<file path="config.mk">
export PLATFORM = sky130hd
export DESIGN_NAME = reward_scheduler_flat
export DESIGN_NICKNAME = d
export VERILOG_FILES = /design/src/rtl/reward_scheduler_if.sv /design/src/rtl/reward_scheduler.sv /design/src/flat_wrapper.sv
export SDC_FILE = /design/constraint.sdc
export NUM_CORES = 1
export LEC_CHECK = 0
export ABC_AREA = 0
export CAP_MARGIN = 20
export CORE_ASPECT_RATIO = 1.25
export CORE_MARGIN = 2
export CORE_UTILIZATION = 45
export CTS_CLUSTER_SIZE = 12
export DETAILED_ROUTE_END_ITERATION = 12
export GPL_TIMING_DRIVEN = 0
export PLACE_DENSITY = 0.85
export RECOVER_POWER = 100
export SLEW_MARGIN = 20
export SYNTH_ARGS = -nofsm -noshare
export SYNTH_HDL_FRONTEND = slang
export SYNTH_SLANG_ARGS = --single-unit
</file>
<file path="constraint.sdc">
create_clock -name clk -period 6.1 [get_ports clk]
set_input_delay 0.61 -clock clk [delete_from_list [all_inputs] [get_ports clk]]
set_output_delay 0.61 -clock clk [all_outputs]
set_load 0.01 [all_outputs]
</file>
<file path="src/rtl/reward_scheduler_if.sv">
// Request/launch/acknowledge bundle between the node control FSMs, the
// reward scheduler and the reward (packet packer) block.
interface reward_scheduler_if #(
  parameter int WORD_WIDTH = 16,
  parameter int NUM_REQ    = 6
);
  logic                  en;
  logic [NUM_REQ-1:0]    req;
  logic [WORD_WIDTH-1:0] inv_hops;
  logic [WORD_WIDTH-1:0] reward_done;
  logic                  reward_en;
  logic [WORD_WIDTH-1:0] pkt_type;
  logic [NUM_REQ-1:0]    grant;
  logic                  busy;
  logic [NUM_REQ-1:0]    ack;
  logic                  ack_dropped;
  logic                  ack_timeout;
  logic [WORD_WIDTH-1:0] drop_cnt;
  logic [WORD_WIDTH-1:0] timeout_cnt;

  modport master (
    output en, req, inv_hops, reward_done,
    input  reward_en, pkt_type, grant, busy, ack, ack_dropped, ack_timeout,
           drop_cnt, timeout_cnt
  );

  modport slave (
    input  en, req, inv_hops, reward_done,
    output reward_en, pkt_type, grant, busy, ack, ack_dropped, ack_timeout,
           drop_cnt, timeout_cnt
  );
endinterface

</file>
<file path="src/rtl/reward_scheduler.sv">
// Round-robin scheduler that sequences packet-packing jobs from the node's
// six requesters onto the single reward block, with INV hop filter and watchdog.
module reward_scheduler #(
  parameter int WORD_WIDTH   = 16,
  parameter int NUM_REQ      = 6,
  parameter int MAX_INV_HOPS = 4,
  parameter int WDOG_CYCLES  = 1024
) (
  input  logic              clk,
  input  logic              nrst,
  reward_scheduler_if.slave bus
);

  localparam int IDX_W = (NUM_REQ > 1) ? $clog2(NUM_REQ) : 1;
  localparam logic [WORD_WIDTH-1:0] WDOG_LAST = WORD_WIDTH'(WDOG_CYCLES - 2);
  localparam logic [WORD_WIDTH-1:0] HOP_LIMIT = WORD_WIDTH'(MAX_INV_HOPS);
  localparam logic [IDX_W-1:0]      INV_IDX   = IDX_W'(1);

  typedef enum logic [2:0] {IDLE, LAUNCH, WAIT, DONE, DROP} state_t;

  state_t                state, state_nxt;
  logic [IDX_W-1:0]      rr_ptr, win, win_sel;
  logic                  win_found;
  int unsigned           pos;
  logic [NUM_REQ-1:0]    grant;
  logic [WORD_WIDTH-1:0] pkt_type, wdog, drop_cnt, timeout_cnt;
  logic                  to_flag;
  logic                  launch_req, inv_drop, done_hit, wdog_hit;
  logic                  reward_en, busy, ack_dropped, ack_timeout;
  logic [NUM_REQ-1:0]    ack;

  function automatic logic [WORD_WIDTH-1:0] pkt_code(input logic [IDX_W-1:0] idx);
    case (int'(idx))
      0:       return WORD_WIDTH'(1);
      1:       return WORD_WIDTH'(3);
      2:       return WORD_WIDTH'(4);
      3:       return WORD_WIDTH'(5);
      4:       return WORD_WIDTH'(3);
      5:       return WORD_WIDTH'(6);
      default: return '0;
    endcase
  endfunction

  function automatic logic [WORD_WIDTH-1:0] sat_inc(input logic [WORD_WIDTH-1:0] v);
    return (&v) ? v : v + 1'b1;
  endfunction

  function automatic logic [IDX_W-1:0] ptr_next(input logic [IDX_W-1:0] idx);
    return (int'(idx) == NUM_REQ - 1) ? '0 : idx + 1'b1;
  endfunction

  // First requester at or after rr_ptr, wrapping modulo NUM_REQ.
  always_comb begin
    win_sel   = rr_ptr;
    win_found = 1'b0;
    pos       = 0;
    for (int i = 0; i < NUM_REQ; i++) begin
      pos = int'(rr_ptr) + i;
      if (pos >= NUM_REQ) pos = pos - NUM_REQ;
      if (!win_found && bus.req[IDX_W'(pos)]) begin
        win_sel   = IDX_W'(pos);
        win_found = 1'b1;
      end
    end
  end

  assign launch_req = bus.en && win_found;
  assign inv_drop   = (win_sel == INV_IDX) && (bus.inv_hops >= HOP_LIMIT);
  assign done_hit   = bus.reward_done[0];
  assign wdog_hit   = (wdog == WDOG_LAST);

  always_ff @(posedge clk or posedge nrst) begin
    if (nrst) state <= IDLE;
    else      state <= state_nxt;
  end

  always_comb begin
    state_nxt   = state;
    reward_en   = 1'b0;
    busy        = 1'b1;
    ack         = '0;
    ack_dropped = 1'b0;
    ack_timeout = 1'b0;
    case (state)
      IDLE: begin
        busy = 1'b0;
        if (launch_req) state_nxt = inv_drop ? DROP : LAUNCH;
      end
      LAUNCH: begin
        reward_en = 1'b1;
        state_nxt = WAIT;
      end
      WAIT: begin
        if (done_hit || wdog_hit) state_nxt = DONE;
      end
      DONE: begin
        ack         = grant;
        ack_timeout = to_flag;
        state_nxt   = IDLE;
      end
      DROP: begin
        ack         = grant;
        ack_dropped = 1'b1;
        state_nxt   = IDLE;
      end
      default: state_nxt = IDLE;
    endcase
  end

  // Job context, watchdog and statistics; completion wins over a same-cycle expiry.
  always_ff @(posedge clk or posedge nrst) begin
    if (nrst) begin
      rr_ptr      <= '0;
      win         <= '0;
      grant       <= '0;
      pkt_type    <= '0;
      wdog        <= '0;
      to_flag     <= 1'b0;
      drop_cnt    <= '0;
      timeout_cnt <= '0;
    end else begin
      case (state)
        IDLE: begin
          if (launch_req) begin
            win      <= win_sel;
            grant    <= NUM_REQ'(1) << win_sel;
            pkt_type <= pkt_code(win_sel);
            to_flag  <= 1'b0;
          end
        end
        LAUNCH: wdog <= '0;
        WAIT: begin
          if (!done_hit) begin
            wdog <= wdog + 1'b1;
            if (wdog_hit) begin
              to_flag     <= 1'b1;
              timeout_cnt <= sat_inc(timeout_cnt);
            end
          end
        end
        DONE, DROP: begin
          rr_ptr   <= ptr_next(win);
          grant    <= '0;
          pkt_type <= '0;
          if (state == DROP) drop_cnt <= sat_inc(drop_cnt);
        end
        default: ;
      endcase
    end
  end

  assign bus.reward_en   = reward_en;
  assign bus.pkt_type    = pkt_type;
  assign bus.grant       = grant;
  assign bus.busy        = busy;
  assign bus.ack         = ack;
  assign bus.ack_dropped = ack_dropped;
  assign bus.ack_timeout = ack_timeout;
  assign bus.drop_cnt    = drop_cnt;
  assign bus.timeout_cnt = timeout_cnt;

endmodule

</file>
<file path="src/flat_wrapper.sv">
// flat-port wrapper written by rule: the top's interface ports become plain ports
module reward_scheduler_flat 
#(
  parameter int WORD_WIDTH   = 16,
  parameter int NUM_REQ      = 6,
  parameter int MAX_INV_HOPS = 4,
  parameter int WDOG_CYCLES  = 1024
)
  (clk, nrst, bus_en, bus_req, bus_inv_hops, bus_reward_done, bus_reward_en, bus_pkt_type, bus_grant, bus_busy, bus_ack, bus_ack_dropped, bus_ack_timeout, bus_drop_cnt, bus_timeout_cnt);
  reward_scheduler_if #(.WORD_WIDTH(WORD_WIDTH), .NUM_REQ(NUM_REQ)) bus_i ();
  input  logic clk;
  input  logic nrst;
  input wire logic [$bits(bus_i.en)-1:0] bus_en;
  input wire logic [$bits(bus_i.req)-1:0] bus_req;
  input wire logic [$bits(bus_i.inv_hops)-1:0] bus_inv_hops;
  input wire logic [$bits(bus_i.reward_done)-1:0] bus_reward_done;
  output wire logic [$bits(bus_i.reward_en)-1:0] bus_reward_en;
  output wire logic [$bits(bus_i.pkt_type)-1:0] bus_pkt_type;
  output wire logic [$bits(bus_i.grant)-1:0] bus_grant;
  output wire logic [$bits(bus_i.busy)-1:0] bus_busy;
  output wire logic [$bits(bus_i.ack)-1:0] bus_ack;
  output wire logic [$bits(bus_i.ack_dropped)-1:0] bus_ack_dropped;
  output wire logic [$bits(bus_i.ack_timeout)-1:0] bus_ack_timeout;
  output wire logic [$bits(bus_i.drop_cnt)-1:0] bus_drop_cnt;
  output wire logic [$bits(bus_i.timeout_cnt)-1:0] bus_timeout_cnt;
  assign bus_i.en = bus_en;
  assign bus_i.req = bus_req;
  assign bus_i.inv_hops = bus_inv_hops;
  assign bus_i.reward_done = bus_reward_done;
  assign bus_reward_en = bus_i.reward_en;
  assign bus_pkt_type = bus_i.pkt_type;
  assign bus_grant = bus_i.grant;
  assign bus_busy = bus_i.busy;
  assign bus_ack = bus_i.ack;
  assign bus_ack_dropped = bus_i.ack_dropped;
  assign bus_ack_timeout = bus_i.ack_timeout;
  assign bus_drop_cnt = bus_i.drop_cnt;
  assign bus_timeout_cnt = bus_i.timeout_cnt;
  reward_scheduler #(.WORD_WIDTH(WORD_WIDTH), .NUM_REQ(NUM_REQ), .MAX_INV_HOPS(MAX_INV_HOPS), .WDOG_CYCLES(WDOG_CYCLES)) u_core (.clk(clk), .nrst(nrst), .bus(bus_i));
endmodule
</file>
# ---- After elaboration in Yosys (flattened, before gate mapping)
# Index checks and enable logic that the tools add are counted.
dict set report word_totals {
  ff_bits 80
  wordCells 136
  out_inout_bits 64
}
dict set report classes {
  n_bitwise 3
  addsub 15
  muxes 51
  reduce_logical 29
  n_lt_le_gt_ge 13
  eq_ne 15
  shift 1
}
# op count
set op_table {}
lappend op_table {{$pmux W16 S2} 2}
lappend op_table {{$add A16 B1 Y16 const B} 3}
lappend op_table {{$mux W3} 16}
lappend op_table {{$mux W16} 2}
lappend op_table {{$reduce_and A16 Y1} 2}
lappend op_table {{$lt A3 B4 Y1 const B} 6}
lappend op_table {{$ge A4 B3 Y1 const B} 5}
lappend op_table {{$mux W1} 19}
lappend op_table {{$bmux W1 S3} 6}
lappend op_table {{$sub A3 B3 Y3 const B} 6}
lappend op_table {{$eq A16 B10 Y1 const B} 1}
lappend op_table {{$ge A16 B3 Y1 const B} 1}
lappend op_table {{$pmux W3 S5} 1}
lappend op_table {{$eq A3 B2 Y1 const B} 4}
lappend op_table {{$eq A3 B3 Y1 const B} 4}
lappend op_table {{$mux W6} 2}
lappend op_table {{$pmux W6 S2} 1}
lappend op_table {{$pmux W3 S3} 1}
lappend op_table {{$add A3 B2 Y4 const B} 2}
lappend op_table {{$add A3 B3 Y4 const B} 2}
lappend op_table {{$reduce_and A2 Y1} 4}
lappend op_table {{$reduce_and A4 Y1} 2}
lappend op_table {{$logic_and A1 B1 Y1} 7}
lappend op_table {{$eq A3 B1 Y1 const B} 2}
lappend op_table {{14 further kinds} 26}

# ---- Logic depth before layout (Yosys ltp)
# Gate-level depths: netlist of the first run.
dict set report depth {
  depth_word 25
  mapped_depth 14
}

# ---- Worst setup path after synthesis of the first run
# No wires, ideal clock.
dict set report synth_path {
  path_type {register to register}
  from {register u_core.rr_ptr[1]}
  to {register u_core.pkt_type[0] (netlist: u_core.bus.pkt_type[0])}
  setup_ns 0.126
  stages_incl_launch_ff 13
  t_arrival_ns 2.930
  period_less_slack_ns 3.056
  setup_slack_ns 3.044
  path_cell_list {dfrtp_1 inv_1 ha_1 buf_2 mux2_2 mux2_4 a21o_1 nor2_4 nand3_1 o211ai_1 nand2b_1 nor2_2 a311o_1}
}
dict set report synth_between {
  elab_chain_cells 25
}
# element line
set synth_lines {}
lappend synth_lines {{start: declaration} reward_scheduler.sv:22} ;# logic [IDX_W-1:0] rr_ptr, win, win_sel;
lappend synth_lines {{start signal: assignment} reward_scheduler.sv:142} ;# rr_ptr <= ptr_next(win);
lappend synth_lines {{branches (longest 25 deep; another with $add A3 B1 Y4)} n/a}
lappend synth_lines {{end signal: assignment} reward_scheduler.sv:127} ;# pkt_type <= pkt_code(win_sel);
lappend synth_lines {{end: declaration} reward_scheduler.sv:26} ;# logic [WORD_WIDTH-1:0] pkt_type, wdog, drop_cnt, timeout_cnt;
# Parallel ways; which one is timed is not known. The select of a mux whose other input is x is not followed.
# A chain may end at the register's enable or synchronous reset.

# ---- Worst setup path after layout of the first run
# Same ends and word-level chain as after synthesis.

==> results of run 1 <==
-- metal layers --
| layer | track usage | up-vias | share of wire |
|---|---|---|---|
| li1 | - | 1768 | - |
| met1 | 0.236 | 1756 | 0.42 |
| met2 | 0.357 | 126 | 0.51 |
| met3 | 0.0470 | 22 | 0.052 |
| met4 | 0.0818 | 0 | 0.023 |
| met5 | 0 | - | 0 |
-- report_power, final --
group | switching (W) | total (W) | internal, W
sequential | 0.0000590 | 0.000568 | 0.000509
clock | 0.000193 | 0.000591 | 0.000398
combinational | 0.000861 | 0.00144 | 0.000578
total | 0.00111 | 0.00260 | 0.00149
-- flip-flops by register name (all words and copies together), names as in the netlist --
register,cells
u_core.bus.drop_cnt,16
u_core.bus.grant,6
u_core.bus.pkt_type,3
u_core.bus.timeout_cnt,16
u_core.rr_ptr,3
u_core.state,3
u_core.to_flag,1
u_core.wdog,16
u_core.win,3
-- cell families (layout without fill, tap and decap cells) --
logic type | Yosys count | after routing | synth area share
compound gates | 69 | 69 | 0.126
xor+xnor | 50 | 50 | 0.108
fa+ha+maj | 13 | 13 | 0.0383
buf+inv | 40 | 131 | 0.0522
flops | 67 | 67 | 0.395
mux | 16 | 16 | 0.0419
other cells | 1 | 13 | 0.000884
simple gates | 192 | 192 | 0.237
-- through the flow --
step | area, sq um | setup WS [ns]
finish | 5530 | 2.20
global route | 5530 | 1.86
CTS | 5550 | 2.38
detailed placement | 5200 | 2.41
global placement | 5180 | 2.62
floorplan | 4290 | 3.04
-- cells in the mapped netlist (4+ instances only) --
cell,number
dfrtp_1,67
nor2_1,43
nand2_1,37
xnor2_1,30
nand3_1,27
xor2_1,19
o21ai_0,18
inv_1,15
nand4_1,15
buf_4,14
ha_1,13
and3_1,11
nor3_1,11
and2_1,10
a21oi_1,8
mux2_2,7
mux2i_1,7
nor4_1,6
a21o_1,5
clkbuf_1,5
or3_1,5
a22o_1,4
nand2b_1,4
nor2b_1,4
o2111ai_1,4
-- area by class of cell --
cell class              count  area share
plain buffers              24      0.0288
clock buffers               9      0.0408
clock inverters             7      0.0211
inverters                  16      0.0111
multi-input cells         353       0.432
flip-flops and latches     67       0.303
well taps                 123      0.0279
repair buffers             75       0.135
-- path summary, 6_finish.rpt --
path	from	endpoint	slack [ns]	cells past startpoint
setup / recovery	u_core.rr_ptr[1]$_DFFE_PP0N_	u_core.bus.pkt_type[0]$_DFFE_PP0P_	2.20	12
hold / removal	u_core.win[0]$_DFFE_PP0P_	u_core.rr_ptr[0]$_DFFE_PP0N_	0.44	1
setup reg to reg	u_core.rr_ptr[1]$_DFFE_PP0N_	u_core.bus.pkt_type[0]$_DFFE_PP0P_	2.20	12
hold reg to reg	u_core.win[0]$_DFFE_PP0P_	u_core.rr_ptr[0]$_DFFE_PP0N_	0.44	1
max in group asynchronous	nrst	u_core.bus.timeout_cnt[12]$_DFFE_PP0P_	2.78	3
min in group asynchronous	nrst	u_core.bus.drop_cnt[2]$_DFFE_PP0P_	1.07	2
==> results.md, run 1 <==
* Status: complete, but fails checks
* Failing checks: max-capacitance violations, max-slew violations
* Mapped Cells at around 450
* Worst slew pin tran at between 1.5 and 2 ns
* Clock tree buffer depth at 2
* Final period util at 0.640
* Initial antenna violation count at 0
* Via density at around 5.4
* Non-Filler Instances at 674
* Clk_lat worst skew at roughly 0.33 ns
* Hold Fails Final Rpt at 0
* Drt first pass iters at 4
* Slew headroom at -0.212
* HPWL Detailed at 7590 um
* CTS Buf Count at 9
* FF+latch area at around 1700 sq um
* Asr flop ratio synth at 1.00
* Final WL at 10200 um
* Largest net degree at the start of global routing at 35
* Share of layout cells above drive strength 1 at 0.109
* Slowest stage cell, crit path: dfrtp_1
* Fill cells at slightly below 800
* First-pass GRT wire length at ~17000 um
* Rows at 39
* DIE HEIGHT at roughly 110 um
* Worst vdd ir at between 0.2 and 0.3 mV
* 1st-iter DRT viols at 116
* GRT Total Usage at 0.202
* RSZ-0062 raised after global routing: false
* Ys Warns at 0
* Util after Layout at 0.602
* Leading cell type in the layout, fill and taps excluded: dfrtp_1
* Fmax at 256 MHz
* ANT nets after route at 0
* Share of the synthesized area in the top cell type at 0.395
* Total power at about 0.0026 W
* Hold WS at about 0.44 ns
* Endpoints failing setup at 0
* Most used DFF post-synth: dfrtp_1
* Lkg Pwr at 2.58 nW
* DP Cell Count at about 660
* Die footprint at a little over 10000 sq um
* Final nets at 600
* CP peak stage delay at ~0.53 ns
* # IOs at between 100 and 150
* GPL Wtd Cong at around 0.95
* Post-synth EDFFs at 0
* Seq/Total Area, Yosys at 0.395
* Wire per inst at between 15 and 20 um
* CTS hold repair buffers at 0
* CTS sink cnt at 67
* Starting Density at 0.462
* Hold crit path type: reg2reg
* Crit-path cells: inv_1 -> ha_1 -> clkbuf_1 -> and4b_1 -> o21ai_0 -> a21boi_0 -> o31a_1 -> nand3_1 -> o211ai_1 -> clkbuf_1 -> inv_1 -> a311o_1
* Fin Setup TNS at 0 ns
* Root Buffer: clkbuf_16
* Avg Synthesized Cell Area at 9.47 sq um
* Crit path capture type: flop
* Final Max Slew Viols at 35
* Cell Area, Synth at 4240 sq um
* Post-CTS sizing at 0
* Multi-input gate area at about 2400 sq um
* PortBufs at 74
* Core footprint at ~9000 sq um
* Cell taking the most area after synthesis: dfrtp_1
* Synth-to-layout area growth at 30.3%
* Most frequent cells in the layout: dfrtp_1 (67), dlygate4sd3_1 (46), nor2_1 (43)
* Setup repair bufs after CTS at 0
* Setup CP Type: reg2reg
* Worst Path Buf+Inv at 4
* Total global routing overflow at 0
* Worst-path fanout max at 10
* Power Dens Cells at roughly 470 nW/um^2
* Synthesis-stage register bit count at 67
* H-tree Lvls at 3
* CP Data Required Time at roughly 6.3 ns
* Worst EP arrival at 4.11 ns
* Vias in the first global route at 3640
* Diodes inserted at 0
* Max_cap viols at 1
* Vias at around 3.7k
* Clock Skews at around 0.0074 ns
* Cell family with most CP delay: compound AO/OA/AOI/OAI gates
* Unique masters post-synth at 66
* Synth top area cells: dfrtp_1 (40%), xnor2_1 (6.2%), xor2_1 (3.9%), ha_1 (3.8%), nor2_1 (3.8%)
* CTS tree: built
* Drt drc at 0
* Min cycle time layout at between 3 and 4 ns
* Reg clk slew, reported paths at ~0.060 ns
* Die Width at 90.8 um
* Nature of the critical path startpoint: flop
(Power assumes the default switching activity.)
==> run 2, diff against run 1 <==
- PLACE_DENSITY: 0.85 -> 0.88
- clock period: 6.1 -> 3.2 ns (I/O delays scaled with it)
==> run 2 against run 1 <==
- the flow now finishes without violations
- clock-buffer cell count up 1
- design area up 5.4%
- first-iteration DRC count up 84%
- core utilization up 3.3 points
- clock power up 55%
- worst hold slack better by 0.026 ns
- die area unchanged
- routed wire length up 9.0%
- critical path type unchanged
- critical endpoint unchanged
- largest cell class unchanged
==> results.md, run 2 (synthesis gave the netlist of run 1 again) <==
* Status: completed
* Largest net degree at the start of global routing at 46 (+31%)
* Diodes inserted at 0 (unchanged)
* Most frequent cells in the layout: dfrtp_1 (65), dlygate4sd3_1 (45), nor2_1 (43)
* Setup CP Type: reg2reg
* Post-Place Worst Slack at -0.442 ns (-2.85 ns)
* Util after Layout at 0.635 (+0.0326)
* H-tree Lvls at 3 (unchanged)
* R2R setup slack at 0.06 ns (-2.13 ns)
* Min cycle time layout at 3.14 ns (-0.766 ns)
* Die footprint at 10200 sq um (unchanged)
* Worst-path fanout max at 10 (unchanged)
* Drt first pass iters at 4 (unchanged)
* Total global routing overflow at 0 (unchanged)
* Clk_lat worst skew at 0.33 ns (about the same)
* Path depth of the worst reg2reg path at 13 (+1)
* Hold path depth at 1 (unchanged)
* Combinational share of power at 0.636 (+0.082)
* Endpoints failing setup at 0 (unchanged)
* ANT nets after route at 0 (unchanged)
* Core footprint at 9170 sq um (unchanged)
* Die Width at 90.8 um (unchanged)
* Sw Ratio at 0.434 (+0.00593)
* Fmax at 319 MHz (+24%)
* Synth-to-layout area growth at 37.3%
* 1st-iter DRT viols at 213 (+84%)
* Final nets at 622 (+3.7%)
* Max_cap viols at 0 (-1)
* Clock tree buffer depth at 2 (unchanged)
* Worst min-delay path startpoint: u_core.win[0]$_DFFE_PP0P_
* Hold Fails Final Rpt at 0 (unchanged)
* Sequential power share at 0.197 (-0.022)
* HPWL Detailed at 7630 um (+0.41%)
* PortBufs at 74 (unchanged)
* Int Power at 0.00310 W (+110%)
* Share of layout cells above drive strength 1 at 0.195 (+0.0866)
* Starting Density at 0.462 (unchanged)
* CTS Buf Count at 9 (unchanged)
* Lkg Pwr at 2.69 nW (+4.1%)
* CTS tree: built
* GPL Wtd Cong at 0.927 (-2.2%)
* Reg clk slew, reported paths at 0.06 ns (about the same)
* Nature of the critical path startpoint: flop
* Rows at 39 (unchanged)
* CTS hold repair buffers at 0 (unchanged)
* GRT Total Usage at 0.218 (+0.0164)
* Hold Path End: u_core.rr_ptr[0]$_DFFE_PP0N_
* Biggest regs: u_core.bus.drop_cnt x16, u_core.bus.timeout_cnt x16, u_core.wdog x16
* Root Buffer: clkbuf_16
* Clk pwr share at 0.167 (-0.060)
* CTS sink cnt at 67 (unchanged)
* Worst R2R End: u_core.bus.pkt_type[0]$_DFFE_PP0P_
* Worst vdd ir at 0.444 mV (+69%)
* Power Dens Cells at 940 nW/um^2 (+100%)
* Clock Skews at 0.00575 ns (-0.00166 ns)
* Worst slew pin tran at 1.11 ns (-0.710 ns)
* Wire per inst at 16.0 um (+5.6%)
* CP Data Required Time at 3.41 ns (-2.89 ns)
* Slew headroom at 0.262 (+0.474)
* Worst EP arrival at 3.35 ns (-0.76 ns)
* DIE HEIGHT at 113 um (unchanged)
* Final Max Slew Viols at 0 (-100%)
* Drt drc at 0 (unchanged)
* Hold crit path type: reg2reg
* Vias at 3777 (+2.9%)
* First-pass GRT wire length at 18400 um (+8.0%)
* Critical R2R Launch: u_core.rr_ptr[0]$_DFFE_PP0N_
* Initial antenna violation count at 0 (unchanged)
* Final WL at 11100 um (+9.0%)
* Crit path capture type: flop
* Via density at 5.43 (-0.39%)
* # IOs at 105 (unchanged)
* Final period util at 0.980 (+0.340)
* Leading cell type in the layout, fill and taps excluded: dfrtp_1
* Vias in the first global route at 3876 (+6.5%)
* Sw Pwr at 0.00238 W (+110%)
* Worst setup margin at 0.0639 ns (-2.13 ns)
==> run 2: worst max-delay path, stage by stage (launching register included) <==
cell        delay (ns)
dfrtp_1           0.40
buf_6             0.14
clkinvlp_4        0.11
ha_4              0.29
buf_6             0.13
and4b_1           0.21
o21ai_2           0.09
and3_4            0.21
o31a_1            0.35
nor4_4            0.32
a221oi_4          0.08
xnor2_4           0.19
buf_6             0.15
a311o_1           0.34
==> run 2: cell type report <==
| cell class | instances | area [sq um] |
|---|---|---|
| Fill cell | 753 | 3350 |
| Multi-Input combinational cell | 353 | 2540 |
| Sequential cell | 67 | 1680 |
| Timing Repair Buffer | 98 | 922 |
| Clock buffer | 10 | 239 |
| Buffer | 23 | 176 |
| Tap cell | 123 | 154 |
| Inverter | 16 | 67.6 |
| Clock inverter | 6 | 41.3 |
==> run 2: how the worst max path moves through the flow <==
| stage | slack [ns] | to | start | depth (start not counted) |
|---|---|---|---|---|
| 3_3_place_gp | -0.31 | u_core.state[2]$_DFFE_PP0P_ | u_core.rr_ptr[1]$_DFFE_PP0N_ | 12 |
| 5_1_grt | -0.05 | u_core.bus.grant[4]$_DFFE_PP0P_ | u_core.rr_ptr[1]$_DFFE_PP0N_ | 13 |
| 4_1_cts | 0.02 | u_core.bus.pkt_type[0]$_DFFE_PP0P_ | u_core.rr_ptr[2]$_DFFE_PP0N_ | 11 |
| 3_5_place_dp | -0.44 | u_core.bus.grant[1]$_DFFE_PP0P_ | u_core.rr_ptr[1]$_DFFE_PP0N_ | 12 |
| 2_1_floorplan | 0.14 | u_core.bus.pkt_type[0]$_DFFE_PP0P_ | u_core.rr_ptr[1]$_DFFE_PP0N_ | 12 |
| 6_report | 0.06 | u_core.bus.pkt_type[0]$_DFFE_PP0P_ | u_core.rr_ptr[0]$_DFFE_PP0N_ | 13 |
==> run 2: power by group through the flow <==
| stage | Clock [W] | Combinational (W) | Sequential, W |
|---|---|---|---|
| after floorplan | 0 | 0.00205 | 0.00109 |
| after global placement | 0 | 0.00263 | 0.00109 |
| after detailed placement | 0 | 0.00271 | 0.00110 |
| after CTS | 0.000928 | 0.00307 | 0.00108 |
| after global routing | 0.000961 | 0.00375 | 0.00109 |
| final | 0.000914 | 0.00348 | 0.00108 |
==> run 2: metrics by stage <==
step / cell area (sq um) / total power [W] / instances / TNS [ns] / hold WS, ns
4_1_cts: 5640 / 0.00507 / 683 / 0 / 0.309
3_5_place_dp: 5210 / 0.00381 / 658 / -4.49 / 0.461
6_report: 5820 / 0.00547 / 696 / 0 / 0.462
5_1_grt: 5820 / 0.00580 / 696 / -0.113 / 0.484
2_1_floorplan: 4290 / 0.00314 / 460 / 0 / 0.417
3_3_place_gp: 5180 / 0.00372 / 657 / -2.74 / 0.426
==> run 2: timing repair <==
item                       4_1_cts  5_1_grt
pin swaps                        7       16
setup buffers                   10       13
resized for setup               20       24
cloned                           0        0
setup endpoints to repair       15       14
==> run 2: metal layers <==
layer	wire, um	up-vias	track usage
li1	-	1808	-
met1	4380	1807	0.245
met2	5750	134	0.399
met3	669	28	0.0570
met4	318	0	0.0758
met5	0	-	0
